`src/rtl/fetch_queue_unit_pkg.sv`:
```
// Shared constants and FSM encoding for the fetch queue unit.
// Opcode constants are consumed by the static predictor (FETCH_BPRED_EN).
package fetch_queue_unit_pkg;

  localparam int unsigned DataWidth = 32;
  localparam logic [DataWidth-1:0] ZeroData = '0;

  localparam logic [6:0] OpcJal    = 7'b1101111;
  localparam logic [6:0] OpcBranch = 7'b1100011;

  typedef enum logic [1:0] {
    StIdle    = 2'd0,
    StWaitMem = 2'd1,
    StDrop    = 2'd2
  } fetch_state_e;

endpackage

```
`src/rtl/fetch_queue_unit_iq.sv`:
```
// Circular instruction queue: push/pop/flush, occupancy count and head entry.
// Head data reads as zero while the queue is empty.
module fetch_iq #(
  parameter int unsigned Width = 65,
  parameter int unsigned Depth = 4
) (
  input  logic                   clk,
  input  logic                   rst,
  input  logic                   push,
  input  logic                   pop,
  input  logic                   flush,
  input  logic [Width-1:0]       push_data,
  output logic [$clog2(Depth):0] count,
  output logic                   valid,
  output logic [Width-1:0]       head_data
);

  localparam int unsigned PtrW = $clog2(Depth);

  logic [PtrW-1:0] head_q, tail_q;
  logic [PtrW:0]   count_q;
  logic [Width-1:0] mem_q [Depth];

  always_ff @(posedge clk) begin
    if (!rst) begin
      head_q  <= '0;
      tail_q  <= '0;
      count_q <= '0;
    end else if (flush) begin
      head_q  <= tail_q;
      count_q <= '0;
    end else begin
      if (push) tail_q <= tail_q + PtrW'(1);
      if (pop)  head_q <= head_q + PtrW'(1);
      if (push && !pop) begin
        count_q <= count_q + (PtrW+1)'(1);
      end else if (pop && !push) begin
        count_q <= count_q - (PtrW+1)'(1);
      end
    end
  end

  // Storage needs no reset; occupancy alone decides what is visible.
  always_ff @(posedge clk) begin
    if (push && !flush) mem_q[tail_q] <= push_data;
  end

  always_comb begin
    count     = count_q;
    valid     = (count_q != '0);
    head_data = valid ? mem_q[head_q] : '0;
  end

endmodule

```
`src/rtl/fetch_queue_unit.sv`:
```
// Fetch front end: one outstanding memory request, IQ_DEPTH-entry instruction queue, redirects.
// Define FETCH_BPRED_EN to enable static JAL / backward-branch prediction on push.
module fetch_queue_unit
  import fetch_queue_unit_pkg::*;
#(
  parameter int unsigned     XLEN     = 32,
  parameter int unsigned     IQ_DEPTH = 4,
  parameter logic [XLEN-1:0] RESET_PC = '0
) (
  input  logic            clk,
  input  logic            rst,
  input  logic            rdy,
  output logic            out_mem_ce,
  output logic [XLEN-1:0] out_mem_pc,
  input  logic            in_mem_ce,
  input  logic [XLEN-1:0] in_mem_instr,
  input  logic            in_redirect_ce,
  input  logic [XLEN-1:0] in_redirect_pc,
  output logic            out_instr_valid,
  output logic [XLEN-1:0] out_instr,
  output logic [XLEN-1:0] out_pc,
  output logic            out_pred_taken,
  input  logic            in_dec_ready
);

  localparam int unsigned     EntryW   = 2 * XLEN + 1;
  localparam int unsigned     CntW     = $clog2(IQ_DEPTH) + 1;
  localparam logic [CntW-1:0] DepthCnt = CntW'(IQ_DEPTH);

  fetch_state_e    state_q, state_d;
  logic [XLEN-1:0] pc_q, pc_d, mem_pc_q, mem_pc_d, next_pc;
  logic            mem_ce_q, mem_ce_d, pred;
  logic            iq_push, iq_pop, iq_flush, iq_valid;
  logic [CntW-1:0] iq_count;
  logic [EntryW-1:0] iq_head;

  fetch_iq #(
    .Width (EntryW),
    .Depth (IQ_DEPTH)
  ) u_iq (
    .clk       (clk),
    .rst       (rst),
    .push      (iq_push),
    .pop       (iq_pop),
    .flush     (iq_flush),
    .push_data ({in_mem_instr, pc_q, pred}),
    .count     (iq_count),
    .valid     (iq_valid),
    .head_data (iq_head)
  );

`ifdef FETCH_BPRED_EN
  logic [XLEN-1:0] imm_j, imm_b;

  always_comb begin
    imm_j = {{(XLEN-20){in_mem_instr[31]}}, in_mem_instr[19:12], in_mem_instr[20],
             in_mem_instr[30:21], 1'b0};
    imm_b = {{(XLEN-12){in_mem_instr[31]}}, in_mem_instr[7], in_mem_instr[30:25],
             in_mem_instr[11:8], 1'b0};
    next_pc = pc_q + XLEN'(4);
    pred    = 1'b0;
    if (in_mem_instr[6:0] == OpcJal) begin
      next_pc = pc_q + imm_j;
      pred    = 1'b1;
    end else if (in_mem_instr[6:0] == OpcBranch && in_mem_instr[31]) begin
      next_pc = pc_q + imm_b;
      pred    = 1'b1;
    end
  end
`else
  logic unused_pred;

  assign next_pc     = pc_q + XLEN'(4);
  assign pred        = 1'b0;
  assign unused_pred = iq_head[0];
`endif

  always_ff @(posedge clk) begin
    if (!rst) begin
      state_q  <= StIdle;
      pc_q     <= RESET_PC;
      mem_ce_q <= 1'b0;
      mem_pc_q <= '0;
    end else begin
      state_q  <= state_d;
      pc_q     <= pc_d;
      mem_ce_q <= mem_ce_d;
      mem_pc_q <= mem_pc_d;
    end
  end

  always_comb begin
    state_d  = state_q;
    pc_d     = pc_q;
    mem_ce_d = 1'b0;
    mem_pc_d = mem_pc_q;
    iq_push  = 1'b0;
    iq_pop   = 1'b0;
    iq_flush = 1'b0;
    if (!rdy) begin
      mem_ce_d = mem_ce_q;
    end else if (in_redirect_ce) begin
      // Any request still in flight must have its response swallowed.
      iq_flush = 1'b1;
      pc_d     = in_redirect_pc;
      state_d  = (state_q != StIdle && !in_mem_ce) ? StDrop : StIdle;
    end else begin
      iq_pop = iq_valid && in_dec_ready;
      unique case (state_q)
        StIdle: begin
          if (iq_count < DepthCnt) begin
            mem_ce_d = 1'b1;
            mem_pc_d = pc_q;
            state_d  = StWaitMem;
          end
        end
        StWaitMem: begin
          if (in_mem_ce) begin
            iq_push = 1'b1;
            pc_d    = next_pc;
            state_d = StIdle;
          end
        end
        StDrop: begin
          if (in_mem_ce) state_d = StIdle;
        end
        default: state_d = StIdle;
      endcase
    end
  end

  always_comb begin
    out_mem_ce      = mem_ce_q && rdy;
    out_mem_pc      = mem_pc_q;
    out_instr_valid = iq_valid;
    out_instr       = iq_head[2*XLEN:XLEN+1];
    out_pc          = iq_head[XLEN:1];
`ifdef FETCH_BPRED_EN
    out_pred_taken  = iq_head[0];
`else
    out_pred_taken  = 1'b0;
`endif
  end

endmodule
```
`config.mk`:
```
export PLATFORM = sky130hd
export DESIGN_NAME = fetch_queue_unit
export DESIGN_NICKNAME = d
export VERILOG_FILES = /design/src/rtl/fetch_queue_unit_pkg.sv /design/src/rtl/fetch_queue_unit_iq.sv /design/src/rtl/fetch_queue_unit.sv
export SDC_FILE = /design/constraint.sdc
export NUM_CORES = 1
export LEC_CHECK = 0
export ABC_AREA = 1
export CORE_ASPECT_RATIO = 2
export CORE_MARGIN = 5
export CORE_UTILIZATION = 60
export CTS_CLUSTER_SIZE = 25
export DETAILED_ROUTE_END_ITERATION = 6
export PLACE_DENSITY = 0.95
export SYNTH_ARGS = -nofsm -noshare
export SYNTH_HDL_FRONTEND = slang
export SYNTH_HIERARCHICAL = 1
export SYNTH_SLANG_ARGS = --single-unit
```
`constraint.sdc`:
```
create_clock -name clk -period 7.9 [get_ports clk]
set_clock_uncertainty 0.05 [all_clocks]
set_input_delay 1.58 -clock clk [delete_from_list [all_inputs] [get_ports clk]]
set_output_delay 1.58 -clock clk [all_outputs]
set_load 0.03 [all_outputs]
```
==> results of run 1 <==
-- final cells by class --
cell class	count	share of cell area (%)
Timing Repair Buffer	177	10.5
Sequential cell	332	55.2
Antenna cell	1	0.0150
Multi-Input combinational cell	969	25.5
Tap cell	283	2.12
Clock inverter	18	1.01
Clock buffer	31	4.32
Inverter	59	1.36
-- flip-flops by register name, summed over array words and instances, names as in the netlist, named ones only --
signal,flops
u_iq/mem_q,256
out_mem_pc,32
mem_ce_q,1
u_iq/head_q,2
u_iq/tail_q,2
pc_q,32
state_q,2
u_iq/count,3
-- final timing paths --
kind / end / cells past startpoint
min: mem_ce_q$_SDFFE_PN0P_ / 2
max: out_instr[3] / 6
max reg2reg: u_iq/count[2]$_SDFFE_PP0P_ / 15
min reg2reg: mem_ce_q$_SDFFE_PN0P_ / 2
-- report_power, final --
part           internal, W  total, W  switching, W
Sequential         0.00190   0.00193     0.0000308
Clock             0.000706   0.00134      0.000631
Combinational     0.000105  0.000272      0.000167
-- critical path, cell delays in order, from the launching register on --
cell and delay [ns]:
dfxtp_4 0.62, buf_4 0.83, nor2_1 0.11, nor2_1 0.16, o21ai_1 0.10, a21oi_1 0.32
clkdlybuf4s50_1 0.74
-- layer usage --
metal  wire length [µm]  GRT usage, %  share of wire [%]
met5                  0             0                  0
met4               2090          15.9                6.1
met3               1810          2.32                5.3
met2              18800          47.3                 55
met1              11600          26.4                 34
-- stage by stage --
step / cells / cell area [µm²]
after CTS: 1869 / 16700
after global routing: 1870 / 16700
after detailed placement: 1820 / 15800
after global placement: 1820 / 15800
final: 1870 / 16700
after floorplan: 1437 / 14100
==> results.json, run 1 <==
{
  "drtAntennaViolNets": 0,
  "cts_resized": 0,
  "hold_start": "mem_ce_q$_SDFFE_PN0P_",
  "areaGrowthSynthToFinish_pct": 18.3,
  "setup_viol": 0,
  "clock-sinks": 332,
  "clockRootBuffer": "clkbuf_16",
  "synth_area_mm2": 0.0141,
  "fin_ws_ns": 2.81,
  "synthCells": 1437,
  "r2r_setup_slack_ns": 4.93,
  "drv_cap": 0,
  "drive_above_1_share_pct": 5.49,
  "row_count": 79,
  "outcome": "completed",
  "dieArea_mm2": 0.0269,
  "register_area_mm2": 0.00921,
  "cp-end-kind": "primary output",
  "relSlewSlack_pct": 16.6,
  "avgRoutedWirePerCell_um": 18.3,
  "hold_class": "reg -> reg",
  "gr-usage-all-layers_pct": 25.1,
  "final_common_cell": "nand2_1",
  "fin_nets": 1645,
  "hold_viol": 0,
  "nFillCells": 1536,
  "cp.arrival_ns": 3.46,
  "clock.fmax_mhz": 197,
  "ctsHoldBuffers": 0,
  "die_y_um": 227,
  "core-area_mm2": 0.0232,
  "required_ns": 6.27,
  "drt_first_pass_iters": 6,
  "startpoint_type": "register",
  "grt_start_max_net_pins": 129,
  "cp_max_fo": 93,
  "grt-ovfl-total": 0,
  "ir_drop_v": 0.000215,
  "period_needed_ns": 5.09,
  "cts_htree_levels": 1,
  "syn_avg_cell_area_um2": 9.82,
  "drv_slew": 0,
  "clock_path_buffers": 3,
  "holdWs_ns": 0.429,
  "io_pins": 169,
  "multiInputGateArea_mm2": 0.00425,
  "p_leak_nw": 5.99,
  "cts_buffers": 27,
  "power_density_mw_per_mm2": 212,
  "ys_warn_count": 6,
  "route.detailed.drc": 0,
  "rsz0062_at_grt": "false",
  "final_cell_mix": "nand2_1, edfxtp_1, nor2_1",
  "die_w_um": 118,
  "gp_congestion": 0.923,
  "fin_util_pct": 71.8,
  "grt_pass1_vias": 11000,
  "syn_nets": 1516,
  "io_buffers": 167,
  "dp_hpwl_um": 22000,
  "clkLatencyLatePin_ns": 0.54,
  "reg2reg_from": "u_iq/count[1]$_SDFFE_PP0P_",
  "pre_cts_ws_ns": 3.29,
  "avgViaCountPerCell": 5.72,
  "worst_slew_pin_slew_ns": 1.25,
  "path_clk_slew_ns": 0.07,
  "power_w": 0.00354,
  "post-route-period-util_pct": 64.4,
  "grt_pass1_wl_um": 54000,
  "vias": 10700,
  "drt-initial-drc-count": 840,
  "initial_core_util_pct": 60.7,
  "path_class": "reg -> out",
  "postCtsSetupBuffers": 0,
  "antenna_found_initial": 1,
  "tns_ns": 0,
  "wirelength_um": 34300,
  "cts_tree": "done"
}
No activity file was read; power rests on OpenSTA's default activity.
==> run 2: changes to the inputs <==
--- a/config.mk
+++ b/config.mk
@@ -8,10 +8,10 @@
 export ABC_AREA = 1
 export CORE_ASPECT_RATIO = 2
 export CORE_MARGIN = 5
-export CORE_UTILIZATION = 60
+export CORE_UTILIZATION = 56
 export CTS_CLUSTER_SIZE = 25
 export DETAILED_ROUTE_END_ITERATION = 6
-export PLACE_DENSITY = 0.95
+export PLACE_DENSITY = 0.9
 export SYNTH_ARGS = -nofsm -noshare
 export SYNTH_HDL_FRONTEND = slang
 export SYNTH_HIERARCHICAL = 1
==> constraint.sdc (replaced) <==
create_clock -name clk -period 5 [get_ports clk]
set_clock_uncertainty 0.05 [all_clocks]
set_input_delay 1 -clock clk [delete_from_list [all_inputs] [get_ports clk]]
set_output_delay 1 -clock clk [all_outputs]
set_load 0.03 [all_outputs]
==> run 2 against run 1 <==
Critical endpoint is now out_instr[17]. Register-to-register slack got worse by 2.8 ns. Sequential power increased by 58%. Highest routed layer unchanged. First-iteration DRC count decreased by 28%. Wire length decreased by 2.5%. Setup slack got worse by 2.3 ns. Power increased by 57%. Sequential cell count unchanged. Final cell count increased by 3.0%.
==> results.json, run 2 (synthesis results as in run 1) <==
{
  "path_class": "reg -> out",
  "avgViaCountPerCell": 5.45,
  "gr-usage-all-layers_pct": 23.0,
  "ctsHoldBuffers": 0,
  "io_buffers": 167,
  "fin_util_pct": 67.4,
  "die_w_um": 122,
  "drt-initial-drc-count": 602,
  "largest_reg_flops": 256,
  "crit_path_max_incr_delay_ns": 0.75,
  "outcome": "completed",
  "register_area_mm2": 0.00921,
  "cts_htree_levels": 1,
  "nFillCells": 1779,
  "antenna_found_initial": 0,
  "rsz0062_at_grt": "false",
  "dp_hpwl_um": 22100,
  "clockRootBuffer": "clkbuf_16",
  "post-route-period-util_pct": 89.1,
  "grt_pass1_vias": 10500,
  "clock.fmax_mhz": 225,
  "avgRoutedWirePerCell_um": 17.4,
  "row_count": 82,
  "vias": 10500,
  "cts_resized": 0,
  "wirelength_um": 33400,
  "io_pins": 169,
  "clkLatencyLatePin_ns": 0.54,
  "cp_slowest_cell": "inv_4",
  "cts_tree": "done",
  "cp.arrival_ns": 3.40,
  "cp_max_fo": 95,
  "final_common_cell": "nand2_1",
  "core-area_mm2": 0.0249,
  "grt_pass1_wl_um": 52100,
  "setup_viol": 0,
  "drtAntennaViolNets": 0,
  "cts_buffers": 27,
  "period_needed_ns": 4.45,
  "crit_chain": "inv_4 > buf_4 > nand2_1 > nand2_1 > nand2_1 > a21oi_1 > clkdlybuf4s50_1",
  "die_y_um": 234,
  "n_antenna_cell": 0,
  "crit_top_cell": "nand2_1",
  "top_register": "u_iq/mem_q",
  "drv_cap": 0,
  "drv_slew": 0,
  "drt_first_pass_iters": 6,
  "startpoint_type": "register",
  "clock_path_buffers": 3,
  "drive_above_1_share_pct": 5.22,
  "multiInputGateArea_mm2": 0.00425,
  "path_clk_slew_ns": 0.06,
  "p_leak_nw": 6.01,
  "worst_slew_pin_slew_ns": 1.14,
  "hold_class": "reg -> reg",
  "dieArea_mm2": 0.0287,
  "fin_nets": 1651,
  "cp-end-kind": "primary output",
  "tns_ns": 0,
  "areaGrowthSynthToFinish_pct": 19.1,
  "grt_start_max_net_pins": 96,
  "clock-sinks": 332,
  "grt-ovfl-total": 0,
  "power_w": 0.00556,
  "route.detailed.drc": 0,
  "required_ns": 3.95,
  "ir_drop_v": 0.000266,
  "power_density_mw_per_mm2": 331,
  "final_cell_mix": "nand2_1, edfxtp_1, nor2_1",
  "hold_viol": 0,
  "gp_congestion": 0.940,
  "initial_core_util_pct": 56.6,
  "relSlewSlack_pct": 24.2,
  "postCtsSetupBuffers": 0
}
## run 2: changes by cell type in the layout (fill, tap and decap cells not counted), sizes merged
| cell | before | now |
|---|---|---|
| buf | 10 | 16 |
| bufinv | 1 | 3 |
| clkbuf | 31 | 35 |
| clkinv | 8 | 6 |
| diode | 1 | 0 |
| inv | 65 | 59 |
## run 2: stage by stage
stage / cells / hold WS [ns] / setup WS [ns] / cell area [µm²]
2_1_floorplan: 1437 / 0.384 / 0.119 / 14100
3_3_place_gp: 1879 / 0.407 / 1.18 / 15900
3_5_place_dp: 1879 / 0.420 / 1.12 / 15900
4_1_cts: 1926 / 0.429 / 0.546 / 16800
5_1_grt: 1926 / 0.448 / 0.304 / 16800
6_report: 1926 / 0.442 / 0.546 / 16800
## run 2: worst paths after layout
kind	startpoint	end	slack, ns	depth (start not counted)
worst max-delay path	register	out_instr[17]	0.55	7
worst min register to register	u_iq/head_q[1]$_SDFFE_PN0N_	u_iq/head_q[1]$_SDFFE_PN0N_	0.44	2
worst min-delay path	u_iq/head_q[1]$_SDFFE_PN0N_	u_iq/head_q[1]$_SDFFE_PN0N_	0.44	2
worst max register to register	u_iq/count[2]$_SDFFE_PP0P_	u_iq/count[2]$_SDFFE_PP0P_	2.10	14
## run 2: area by class of cell
cell class                      instances  share of cell area, %
Timing Repair Buffer                  183                   10.8
Tap cell                              336                   2.50
Sequential cell                       332                   54.9
Inverter                               59                   1.35
Clock inverter                         12                  0.834
Multi-Input combinational cell        969                   25.3
Clock buffer                           35                   4.32
## run 2: worst max-delay path: cells and delay by family (launching register included)
kind / cells / cell delay (ns)
and+or+nand+nor: 3 / 0.23
DFF: 1 / 0.52
buffers and inverters: 3 / 1.90
AOI/OAI and AO/OA: 1 / 0.17
## run 2: layer usage
metal | track usage [%] | wire length [µm]
met4 | 12.3 | 1650
met2 | 43.6 | 18400
met5 | 0 | 0
met1 | 24.5 | 11600
met3 | 2.57 | 1760
## run 2: power breakdown
group / internal (W) / total [W] / switching [W]
logic: 0.000167 / 0.000428 / 0.000262
registers: 0.00300 / 0.00305 / 0.0000502
clock network: 0.00118 / 0.00208 / 0.000904
==> run 3: changes to the inputs <==
--- a/config.mk
+++ b/config.mk
@@ -11,6 +11,7 @@
 export CORE_UTILIZATION = 56
 export CTS_CLUSTER_SIZE = 25
 export DETAILED_ROUTE_END_ITERATION = 6
+export GPL_ROUTABILITY_DRIVEN = 0
 export PLACE_DENSITY = 0.9
 export SYNTH_ARGS = -nofsm -noshare
 export SYNTH_HDL_FRONTEND = slang
==> run 3 against run 2 <==
Design area hardly changed. Global-route usage is 0.66 points higher. Combinational power about the same. Sequential power barely moved. Final cell count is 0.16% higher. First-iteration DRC count up 22%. Wire length is 1.4% higher. Via count grew 1.9%. Largest cell class unchanged.
==> results.json, run 3 (synthesis results as in run 1) <==
{
  "outcome": "completed",
  "dp_hpwl_um": 22100,
  "areaGrowthSynthToFinish_pct": 19.2,
  "route.detailed.drc": 0,
  "power_w": 0.00554,
  "design_area_mm2": 0.0168,
  "power_density_mw_per_mm2": 330,
  "period_needed_ns": 4.48,
  "nFillCells": 1800,
  "vias": 10700,
  "io_pins": 169,
  "holdWs_ns": 0.435,
  "drive_above_1_share_pct": 5.84,
  "tns_ns": 0,
  "grt-ovfl-total": 0,
  "clkLatencyLatePin_ns": 0.54,
  "postCtsSetupBuffers": 0,
  "post-route-period-util_pct": 89.7,
  "ir_drop_v": 0.000240,
  "avgViaCountPerCell": 5.54,
  "startpoint_type": "register",
  "gr-usage-all-layers_pct": 23.7,
  "wirelength_um": 33900,
  "relSlewSlack_pct": 26.7,
  "initial_core_util_pct": 56.6,
  "rsz0062_at_grt": "false",
  "placed_cell_area_mm2": 0.0159,
  "ctsHoldBuffers": 0,
  "hold_class": "reg -> reg",
  "clock.fmax_mhz": 223,
  "register_area_mm2": 0.00921,
  "r2r_setup_slack_ns": 2.02,
  "clockRootBuffer": "clkbuf_16",
  "endpoint": "out_instr[26]",
  "cp_max_fo": 75,
  "worst_slew_pin_slew_ns": 1.10,
  "grt_pass1_vias": 10900,
  "n_antenna_cell": 0,
  "wl_met1_um": 11700,
  "drtAntennaViolNets": 0,
  "cts_tree": "done",
  "die_y_um": 234,
  "drt-initial-drc-count": 734,
  "grt_pass1_wl_um": 53500,
  "hold_depth": 2,
  "grt_start_max_net_pins": 107,
  "row_count": 82,
  "p_leak_nw": 6.02,
  "dr_wl_met3_um": 2050,
  "multiInputGateArea_mm2": 0.00425,
  "cts_htree_levels": 1,
  "top_register": "u_iq/mem_q",
  "setup_viol": 0,
  "die_w_um": 122,
  "path_class": "reg -> out",
  "drt_first_pass_iters": 5,
  "wl_met2_um": 18200,
  "cts_buffers": 27,
  "dieArea_mm2": 0.0287,
  "drv_cap": 0,
  "antenna_found_initial": 0,
  "reg2reg_from": "u_iq/count[2]$_SDFFE_PP0P_",
  "path_clk_slew_ns": 0.07,
  "clock_path_buffers": 3,
  "drv_slew": 0,
  "final_cell_mix": "nand2_1, edfxtp_1, nor2_1",
  "io_buffers": 167,
  "regToRegEndpoint": "u_iq/count[2]$_SDFFE_PP0P_",
  "clock-sinks": 332,
  "final_common_cell": "nand2_1",
  "cp-end-kind": "primary output",
  "cp.arrival_ns": 3.43,
  "worst_r2r_path_depth": 15,
  "cts_resized": 0,
  "highest_layer": "met4",
  "hold_viol": 0,
  "largest_reg_flops": 256,
  "fin_nets": 1652,
  "avgRoutedWirePerCell_um": 17.6,
  "required_ns": 3.95,
  "core-area_mm2": 0.0249
}
## run 3: how the worst min path moves through the flow
stage	start	to
3_3_place_gp	u_iq/head_q[1]$_SDFFE_PN0N_	u_iq/head_q[1]$_SDFFE_PN0N_
4_1_cts	u_iq/head_q[1]$_SDFFE_PN0N_	register
3_5_place_dp	u_iq/head_q[1]$_SDFFE_PN0N_	u_iq/head_q[1]$_SDFFE_PN0N_
6_report	u_iq/head_q[1]$_SDFFE_PN0N_	register
5_1_grt	u_iq/head_q[1]$_SDFFE_PN0N_	u_iq/head_q[1]$_SDFFE_PN0N_
2_1_floorplan	u_iq/head_q[1]$_SDFFE_PN0N_	register
## run 3: final cells by class
class / count / area share, %
timing repair buffer: 184 / 10.9
sequential: 332 / 54.8
clock buffer: 30 / 4.34
multi-input combinational: 969 / 25.3
inverter: 59 / 1.35
tap: 336 / 2.50
clock inverter: 19 / 0.849
## run 3: worst max-delay path, stage by stage, from the launching register on
cell	delay [ns]
dfxtp_4	0.72
buf_4	0.70
nor2_1	0.14
nor2_1	0.15
o21ai_0	0.12
a21oi_1	0.27
clkdlybuf4s50_1	0.72
## run 3: metal layers
metal	vias up	global-route usage [%]
met4	0	13.8
li1	5074	-
met3	126	2.21
met2	510	43.9
met5	-	0
met1	4983	25.9
## run 3: power by group
group	switching (W)	leakage, nW	internal (W)
combinational	0.000263	2.66	0.000167
clock	0.000945	0.420	0.00111
sequential	0.0000520	2.94	0.00300
total	0.00126	6.02	0.00429
## run 3: metrics by stage
stage	utilization, %	setup WS [ns]	cells
finish	67.4	0.516	1929
global route	67.4	0.289	1929
CTS	67.4	0.509	1929
detailed placement	63.9	1.07	1880
global placement	63.9	1.17	1880
floorplan	-	0.119	1437
